`config.mk`:
```
export PLATFORM = sky130hd
export DESIGN_NAME = ra_pq_ins_flat
export DESIGN_NICKNAME = d
export VERILOG_FILES = /design/src/rtl/ra_pq_ins_if.sv /design/src/rtl/ra_pq_ins.sv /design/src/flat_wrapper.sv
export SDC_FILE = /design/constraint.sdc
export NUM_CORES = 1
export LEC_CHECK = 0
export CAP_MARGIN = 40
export CELL_PAD_IN_SITES_DETAIL_PLACEMENT = 1
export CELL_PAD_IN_SITES_GLOBAL_PLACEMENT = 1
export CORE_UTILIZATION = 39
export CTS_CLUSTER_DIAMETER = 80
export DETAILED_ROUTE_END_ITERATION = 12
export GPL_ROUTABILITY_DRIVEN = 0
export HOLD_SLACK_MARGIN = 0.15
export PLACE_DENSITY_LB_ADDON = 0.2
export SLEW_MARGIN = 0
export SYNTH_ARGS = -nofsm -noshare
export SYNTH_HDL_FRONTEND = slang
export SYNTH_SLANG_ARGS = --single-unit
```
`constraint.sdc`:
```
create_clock -name clk -period 4.8 [get_ports clk]
set_input_delay 0.96 -clock clk [delete_from_list [all_inputs] [get_ports clk]]
set_output_delay 0.96 -clock clk [all_outputs]
set_load 0.02 [all_outputs]
```
`src/rtl/ra_pq_ins_if.sv`:
```
// ra_pq_ins_if: command/head/status bundle between a priority-queue user (master) and ra_pq_ins (slave)
//   enq/deq/flush, kvi_key/kvi_val : commands and key/value to insert
//   kvo_key/kvo_val                : head entry (0 when empty)
//   empty/full/count/busy/ovf/udf  : occupancy and sticky error status
interface ra_pq_ins_if #(
    parameter int KEY_W    = 16,
    parameter int VAL_W    = 16,
    parameter int CAPACITY = 8
) ();
    localparam int CW = $clog2(CAPACITY + 1);
    logic             enq;
    logic             deq;
    logic             flush;
    logic [KEY_W-1:0] kvi_key;
    logic [VAL_W-1:0] kvi_val;
    logic [KEY_W-1:0] kvo_key;
    logic [VAL_W-1:0] kvo_val;
    logic             empty;
    logic             full;
    logic [CW-1:0]    count;
    logic             busy;
    logic             ovf;
    logic             udf;
    modport master (output enq, deq, flush, kvi_key, kvi_val,
                    input  kvo_key, kvo_val, empty, full, count, busy, ovf, udf);
    modport slave  (input  enq, deq, flush, kvi_key, kvi_val,
                    output kvo_key, kvo_val, empty, full, count, busy, ovf, udf);
endinterface

```
`src/rtl/ra_pq_ins.sv`:
```
// ra_pq_ins: single-cycle register-array priority queue kept fully sorted (slot 0 = best)
//   clk, rst : clock and synchronous active-high reset
//   bus      : ra_pq_ins_if.slave (commands in, head entry and status out)
module ra_pq_ins #(
    parameter int KEY_W     = 16,
    parameter int VAL_W     = 16,
    parameter int CAPACITY  = 8,
    parameter int MAX_MODE  = 0,
    parameter int OVF_EVICT = 0
) (
    input  logic        clk,
    input  logic        rst,
    ra_pq_ins_if.slave  bus
);
    localparam int CW = $clog2(CAPACITY + 1);

    typedef struct packed {
        logic             v;
        logic [KEY_W-1:0] k;
        logic [VAL_W-1:0] d;
    } slot_t;

    slot_t         slot_q [CAPACITY];
    slot_t         slot_d [CAPACITY];
    slot_t         sh     [CAPACITY];
    slot_t         base   [CAPACITY];
    slot_t         ins    [CAPACITY];
    slot_t         kvi;
    logic [CAPACITY-1:0] ge;
    logic [CW-1:0] count_q, count_d;
    logic          ovf_q, ovf_d, udf_q, udf_d;
    logic          empty, full, pop, do_ins, inc, dec;

    function automatic logic better(input logic [KEY_W-1:0] a, input logic [KEY_W-1:0] b);
        return (MAX_MODE != 0) ? (a > b) : (a < b);
    endfunction

    assign empty  = count_q == '0;
    assign full   = count_q == CW'(CAPACITY);
    assign pop    = bus.deq && !empty;
    assign kvi    = {1'b1, bus.kvi_key, bus.kvi_val};
    // a full queue only accepts via replace, or via eviction when kvi beats the worst slot
    assign do_ins = bus.enq && (!full || bus.deq ||
                    (OVF_EVICT != 0 && better(bus.kvi_key, slot_q[CAPACITY-1].k)));
    assign inc    = bus.enq && (bus.deq ? empty : !full);
    assign dec    = bus.deq && !bus.enq && !empty;

    always_comb begin
        for (int i = 0; i < CAPACITY - 1; i++) sh[i] = slot_q[i+1];
        sh[CAPACITY-1] = '0;
        for (int i = 0; i < CAPACITY; i++) base[i] = pop ? sh[i] : slot_q[i];
        // ge marks slots that stay ahead of kvi: valid and not worse than it (ties keep FIFO order)
        for (int i = 0; i < CAPACITY; i++) ge[i] = base[i].v && !better(bus.kvi_key, base[i].k);
        ins[0] = ge[0] ? base[0] : kvi;
        for (int i = 1; i < CAPACITY; i++) ins[i] = ge[i] ? base[i] : ge[i-1] ? kvi : base[i-1];
        for (int i = 0; i < CAPACITY; i++) slot_d[i] = bus.flush ? '0 : do_ins ? ins[i] : base[i];
        count_d = bus.flush ? '0 : count_q + CW'(inc) - CW'(dec);
        ovf_d   = !bus.flush && (ovf_q || (bus.enq && !bus.deq && full));
        udf_d   = !bus.flush && (udf_q || (bus.deq && empty));
    end

    always_ff @(posedge clk) begin
        for (int i = 0; i < CAPACITY; i++) slot_q[i] <= rst ? '0 : slot_d[i];
        count_q <= rst ? '0 : count_d;
        ovf_q   <= rst ? 1'b0 : ovf_d;
        udf_q   <= rst ? 1'b0 : udf_d;
    end

    assign bus.kvo_key = slot_q[0].k;
    assign bus.kvo_val = slot_q[0].d;
    assign bus.empty   = empty;
    assign bus.full    = full;
    assign bus.count   = count_q;
    assign bus.busy    = 1'b0;
    assign bus.ovf     = ovf_q;
    assign bus.udf     = udf_q;
endmodule
```
`src/flat_wrapper.sv`:
```
// flat-port wrapper written by rule: the top's interface ports become plain ports
module ra_pq_ins_flat 
#(
    parameter int KEY_W     = 16,
    parameter int VAL_W     = 16,
    parameter int CAPACITY  = 8,
    parameter int MAX_MODE  = 0,
    parameter int OVF_EVICT = 0
)
  (clk, rst, bus_enq, bus_deq, bus_flush, bus_kvi_key, bus_kvi_val, bus_kvo_key, bus_kvo_val, bus_empty, bus_full, bus_count, bus_busy, bus_ovf, bus_udf);
  ra_pq_ins_if #(.KEY_W(KEY_W), .VAL_W(VAL_W), .CAPACITY(CAPACITY)) bus_i ();
  input  logic clk;
  input  logic rst;
  input wire logic [$bits(bus_i.enq)-1:0] bus_enq;
  input wire logic [$bits(bus_i.deq)-1:0] bus_deq;
  input wire logic [$bits(bus_i.flush)-1:0] bus_flush;
  input wire logic [$bits(bus_i.kvi_key)-1:0] bus_kvi_key;
  input wire logic [$bits(bus_i.kvi_val)-1:0] bus_kvi_val;
  output wire logic [$bits(bus_i.kvo_key)-1:0] bus_kvo_key;
  output wire logic [$bits(bus_i.kvo_val)-1:0] bus_kvo_val;
  output wire logic [$bits(bus_i.empty)-1:0] bus_empty;
  output wire logic [$bits(bus_i.full)-1:0] bus_full;
  output wire logic [$bits(bus_i.count)-1:0] bus_count;
  output wire logic [$bits(bus_i.busy)-1:0] bus_busy;
  output wire logic [$bits(bus_i.ovf)-1:0] bus_ovf;
  output wire logic [$bits(bus_i.udf)-1:0] bus_udf;
  assign bus_i.enq = bus_enq;
  assign bus_i.deq = bus_deq;
  assign bus_i.flush = bus_flush;
  assign bus_i.kvi_key = bus_kvi_key;
  assign bus_i.kvi_val = bus_kvi_val;
  assign bus_kvo_key = bus_i.kvo_key;
  assign bus_kvo_val = bus_i.kvo_val;
  assign bus_empty = bus_i.empty;
  assign bus_full = bus_i.full;
  assign bus_count = bus_i.count;
  assign bus_busy = bus_i.busy;
  assign bus_ovf = bus_i.ovf;
  assign bus_udf = bus_i.udf;
  ra_pq_ins #(.KEY_W(KEY_W), .VAL_W(VAL_W), .CAPACITY(CAPACITY), .MAX_MODE(MAX_MODE), .OVF_EVICT(OVF_EVICT)) u_core (.clk(clk), .rst(rst), .bus(bus_i));
endmodule
```
* Word-level counts from Yosys, hierarchy flattened *
Memory sizes are Yosys's and may differ from the RTL's.
Index checks and enable logic that the tools add are counted.

operators by class
  bitwise gates (word level) = 0
  shift operators = 0
  divide/modulo/power cells = 0
  $mul = 0
  order comparisons = 8
  equal/unequal tests = 1
  muxes and demuxes = 48
  add/sub/neg operators = 2
  reductions and logical operators = 36

operators with widths
  kind                count
  $mux 33             47
  $lt 16x16->1        8
  $logic_and 1x1->1   18
  $logic_not 1->1     13
  $add 4x1->4         1
  $eq 4x4->1 const B  1
  $logic_not 4->1     1
  $sub 4x1->4         1
  $logic_or 1x1->1    3
  $reduce_or 2->1     1
  $mux 1              1

storage, ports and cells
  memories kept = 1
  latch bits = 0
  memory bits (read-only) = 0
  bits in writable memories = 264
  output and inout bits = 41
  input port bits = 37
  bits in registers = 6
  word-level logic and storage cells = 99

memory list
  memory         depth  width  read ports  clocked after memory_dff  write ports  RTL line         RTL
  u_core.slot_q  8      33     8           0                         8            ra_pq_ins.sv:23  slot_t slot_q [CAPACITY];

* Logic depth before layout (Yosys ltp) *
Gate-level depths: netlist of run 1.

  depth in word-level cells = 12
  depth in mapped cells = 19
  depth with buffers taken out = 13

* Least setup slack after synthesis of run 1 *
OpenSTA, ideal clock, no wires.

  path kind = reg2reg
  start point = register u_core.count_q[2] (netlist: u_core.bus.count[2])
  end point = memory u_core.slot_q[0][107] (netlist name)
  data required time = 4.743 ns
  library setup time = 0.057 ns
  data arrival time = 3.959 ns
  stages on the path, launching flop included = 19
  path buffers = 5
  slack = 0.784 ns
  period minus slack after synthesis = 4.016 ns
  path through = dfxtp_1 -> inv_1 -> ha_1 -> or3b_4 -> and2_1 -> buf_6 -> buf_6 -> buf_2 -> buf_2 -> mux2i_1 -> ha_1 -> a21oi_1 -> o21ai_0 -> a221o_1 -> o31ai_4 -> nand3b_4 -> clkbuf_1 -> o22ai_1 -> a21o_1

RTL lines
  what                    RTL line         RTL
  start, declared         ra_pq_ins.sv:30  logic [CW-1:0] count_q, count_d;
  start signal, assigned  ra_pq_ins.sv:64  count_q <= rst ? '0 : count_d;
  end, declared           ra_pq_ins.sv:23

==> metrics.log, run 1 <==
INFO  metric synthTopCellsByCount = dfxtp_1 (270), mux2i_1 (240), a21oi_1 (223)
INFO  metric cp.buffers_inverters = 3
INFO  metric drt_iter0_drc = ~640
INFO  metric standby_leakage_power = 7.32 nW
INFO  metric path_cells = inv_1 > ha_1 > or3b_4 > nand2_2 > buf_12 > mux2i_1 > ha_1 > a211oi_1 > o21ai_0 > a221oi_1 > nand3_1 > nand2_2 > buf_12 > mux2i_1 > o22ai_1
INFO  metric worst_setup_path_startpoint = u_core.bus.count[2]
INFO  metric largest_family_of_logic_cells_by_synthesized_area = compound AO/OA/AOI/OAI gates
INFO  metric tritoncts = done
INFO  metric unrepaired_setup_endpoints_after_global_routing = false
INFO  metric power.combinational.fraction = roughly 21%
INFO  metric power.switching = around 1.9 mW
INFO  metric yosys.area_share.adder = under 10%
INFO  metric grt_pass1_wl = a little over 80 mm
INFO  metric critical_path.max_stage_delay = ~0.57 ns
INFO  metric rr_endpoint = u_core.slot_q[0][36]
INFO  metric clock_power_share = a little over two fifths
INFO  metric first_global_vias = 14,900
INFO  metric post-synth-top-count-cell = dfxtp_1
INFO  metric clock-sinks = 270
INFO  metric max-vdd-ir-drop = roughly 0.22 mV
INFO  metric port-buffer-count = between 70 and 80
INFO  metric ant_nets = 0
INFO  metric netlist-cell-type-count = between 50 and 60
INFO  metric primary_flip_flop_cell_chosen_by_synthesis_mapping = dfxtp_1
INFO  metric layoutNonFillerInstCount = between 2,000 and 2,500
INFO  metric ys_warn_count = 0
INFO  metric grt-ovfl-total = 0
INFO  metric chipHeight = slightly above 200 um
INFO  metric nets = approximately 2,100
INFO  metric synth_top_cells_by_area = dfxtp_1 (33%), mux2i_1 (15%), ha_1 (9.7%)
INFO  metric vias = 14,400
INFO  metric crit_family = simple AND/OR/NAND/NOR gates
INFO  metric detailed_place.area = approximately 0.017 mm2
INFO  metric syn-instance-count = 1,933
INFO  metric core = 0.0409 mm2
INFO  metric cts.clk_slew.worst_paths = about 0.060 ns
INFO  metric final-hold-violation-count = 0
INFO  metric dp_hpwl = approximately 38 mm
INFO  metric cts_inserted_buffers = 35
INFO  metric mean_instance_size_in_the_synthesized_netlist = ~8.4 um2
INFO  metric period_needed = roughly 4.5 ns
INFO  metric synthesis.area = roughly 0.016 mm2
INFO  metric share_of_cell_area_taken_by_muxes_after_synthesis = about 15%
INFO  metric max_slew_margin = a little under two fifths
INFO  metric cap_viol_max_count = 0
INFO  metric final_worst_path_period_share = approximately 94%
INFO  metric io_pins = 78
INFO  metric cts-root-to-sink-buffers = 3
INFO  metric worstMarginPinSlew = around 0.94 ns
INFO  metric final_layout_size_suffix_gt1_share = under 10%
INFO  metric synth_simple_gate_area_share = 12.8%
INFO  metric drc = 0
INFO  metric worstSkewPairLatency = 0.54 ns
INFO  metric p_int = between 4 and 5 mW
INFO  metric setup_viol_count_final = 0
INFO  metric maxSlewViolCount = 0
INFO  metric critical_path.startpoint_type = register
INFO  metric grt.total_usage = about a quarter
INFO  metric worst_clock_skew = ~0.017 ns
INFO  metric rows = between 70 and 80
INFO  metric grt_max_degree = 59
INFO  metric tns = 0 ns
INFO  metric routedWlPerCell = 20.9 um
INFO  metric finalWirelength = 51.9 mm
INFO  metric cp_max_fo = 40
INFO  metric cpMaxStageDelayCell = or3b_4
INFO  metric synthesis.nets = 2,097
INFO  metric synth-compound-area-share = around 22%
INFO  metric cellPowerDensity = roughly 330 mW/mm2
INFO  metric cell_taking_the_most_area_after_synthesis = dfxtp_1
INFO  metric synth-xor-area-share = 0.108%
INFO  metric required_time_reported_for_the_critical_path_endpoint = about 5.2 ns
INFO  metric antenna_found_initial = 1
INFO  metric worst-endpoint-arrival = about 4.9 ns
INFO  metric h-tree-depth = 2
INFO  metric worst_hold_path_type = reg -> reg
INFO  metric synth-edff-count = 0
INFO  metric power.share.switching = 30.3%
INFO  metric cts_root_buf = clkbuf_16
INFO  metric avgViaCountPerCell = around 5.8
INFO  metric firstDrtPassIters = 5
INFO  metric die_width = slightly above 200 um
INFO  metric ys_seq_area_share = approximately a third
INFO  metric crit_type = reg -> reg
INFO  metric setup_slack_reg_to_reg = 0.27 ns
INFO  metric post_synth_arst_share = 0%
INFO  metric post-synth-top-area-fraction = between 30 and 40%
INFO  metric min_path_cells = 2
INFO  metric timing.fmax = around 220 MHz
INFO  metric area_delta_synth_final = 14.9%
INFO  metric critical_path.endpoint_type = register
INFO  metric worstSetupPathDepth = 15
INFO  metric initial_core_utilization = around 40%
INFO  metric holdPathEnd = u_core.bus.udf
INFO  metric hold_path_startpoint = u_core.bus.udf
INFO  metric critical_path.reg2reg.startpoint = u_core.bus.count[2]
INFO  metric seqPwrFrac = between 30% and 40%
INFO  metric dpl.cell_count = between 2,000 and 2,500
INFO  metric synth_seq_cells = 270
INFO  metric design.die.area = 0.0424 mm2
INFO  metric outcome = finished, final reports clean
INFO  metric r2r_cells = 15
INFO  metric post-route-cell-area = between 0.015 and 0.02 mm2
through the flow:
stage               hold WS [ns]  utilization, %  power [mW]  worst slack, ns
finish                     0.472            45.6        6.24            0.267
global route               0.498            45.6        6.49           0.0126
CTS                        0.476            45.6        6.30            0.294
detailed placement         0.467            42.7        3.64           0.0835
global placement           0.455            42.6        3.60            0.191
floorplan                  0.448               -        3.22            0.784
cells in the final DEF, fill, tap and decap left out, types with 9 or more instances in the layout:
| cell | n |
|---|---|
| dfxtp_1 | 270 |
| mux2i_1 | 239 |
| a21oi_1 | 223 |
| o22ai_1 | 222 |
| nand2_1 | 169 |
| nor2_1 | 162 |
| ha_1 | 126 |
| buf_4 | 77 |
| clkdlybuf4s50_1 | 76 |
| o21ai_0 | 52 |
| and2_1 | 41 |
| a211oi_1 | 40 |
| inv_1 | 35 |
| clkbuf_16 | 35 |
| a21o_1 | 23 |
| nand3_1 | 22 |
| nand4_1 | 12 |
| clkbuf_1 | 10 |
| buf_12 | 10 |
| nor4_1 | 9 |
what timing repair did:
item,in CTS,in global routing
setup buffers,0,1
gates resized for setup,0,1
endpoints found under the setup margin,0,19
hold buffers,0,0
layout make-up:
cell class	instances	area, um2
fillers	4838	22300
well taps	532	666
inverters	35	131
multi-input cells	1427	9740
diodes	1	2.50
clock buffers	52	1010
flip-flops and latches	270	5410
clock inverters	10	138
repair buffers	164	1570
logic make-up (layout without fill, tap and decap cells):
kind of cell / after synthesis / count (layout)
compound gates: 596 / 596
buf+inv: 236 / 261
other cells: 1 / 2
flops: 270 / 270
simple gates: 460 / 460
fa+ha+maj: 127 / 127
mux: 241 / 241
xor+xnor: 2 / 2
power by group through the flow:
| stage | sequential, mW | clock, mW | combinational, mW |
|---|---|---|---|
| 4_1_cts | 2.31 | 2.70 | 1.29 |
| 3_3_place_gp | 2.36 | 0 | 1.24 |
| 2_1_floorplan | 2.35 | 0 | 0.869 |
| 3_5_place_dp | 2.36 | 0 | 1.28 |
| 6_report | 2.31 | 2.64 | 1.29 |
| 5_1_grt | 2.31 | 2.79 | 1.39 |
sequential cells by signal, indices dropped and copies added, names as in the netlist:
| register | cells |
|---|---|
| u_core.bus.count | 4 |
| u_core.bus.ovf | 1 |
| u_core.bus.udf | 1 |
| u_core.slot_q | 264 |
tightest hold or removal path, cell delays in order, from the launching register on:
cell and delay (ns):
dfxtp_1 0.32, a21oi_1 0.04, nor2_1 0.07
how the worst max path moves through the flow:
stage	endpoint	slack [ns]
after CTS	u_core.slot_q[1][79]	0.29
after global placement	u_core.slot_q[1][82]	0.19
after detailed placement	u_core.slot_q[1][79]	0.08
final	u_core.slot_q[0][36]	0.27
after global routing	u_core.slot_q[0][33]	0.01
after floorplan	u_core.slot_q[0][107]	0.78
per-layer routing:
layer / track usage (%) / part of all wire, %
met5: 0 / 0
met4: 5.51 / 1.5
met3: 3.33 / 3.5
met2: 39.6 / 45
met1: 34.7 / 50
Note: power is estimated with default switching activity, not from simulation.
==> run 2: changes to the inputs <==
--- a/config.mk
+++ b/config.mk
@@ -5,6 +5,7 @@
 export SDC_FILE = /design/constraint.sdc
 export NUM_CORES = 1
 export LEC_CHECK = 0
+export ABC_AREA = 0
 export CAP_MARGIN = 40
 export CELL_PAD_IN_SITES_DETAIL_PLACEMENT = 1
 export CELL_PAD_IN_SITES_GLOBAL_PLACEMENT = 1
==> results of run 2 <==
The final DEF is identical to that of run 1; final timing and power are the same.
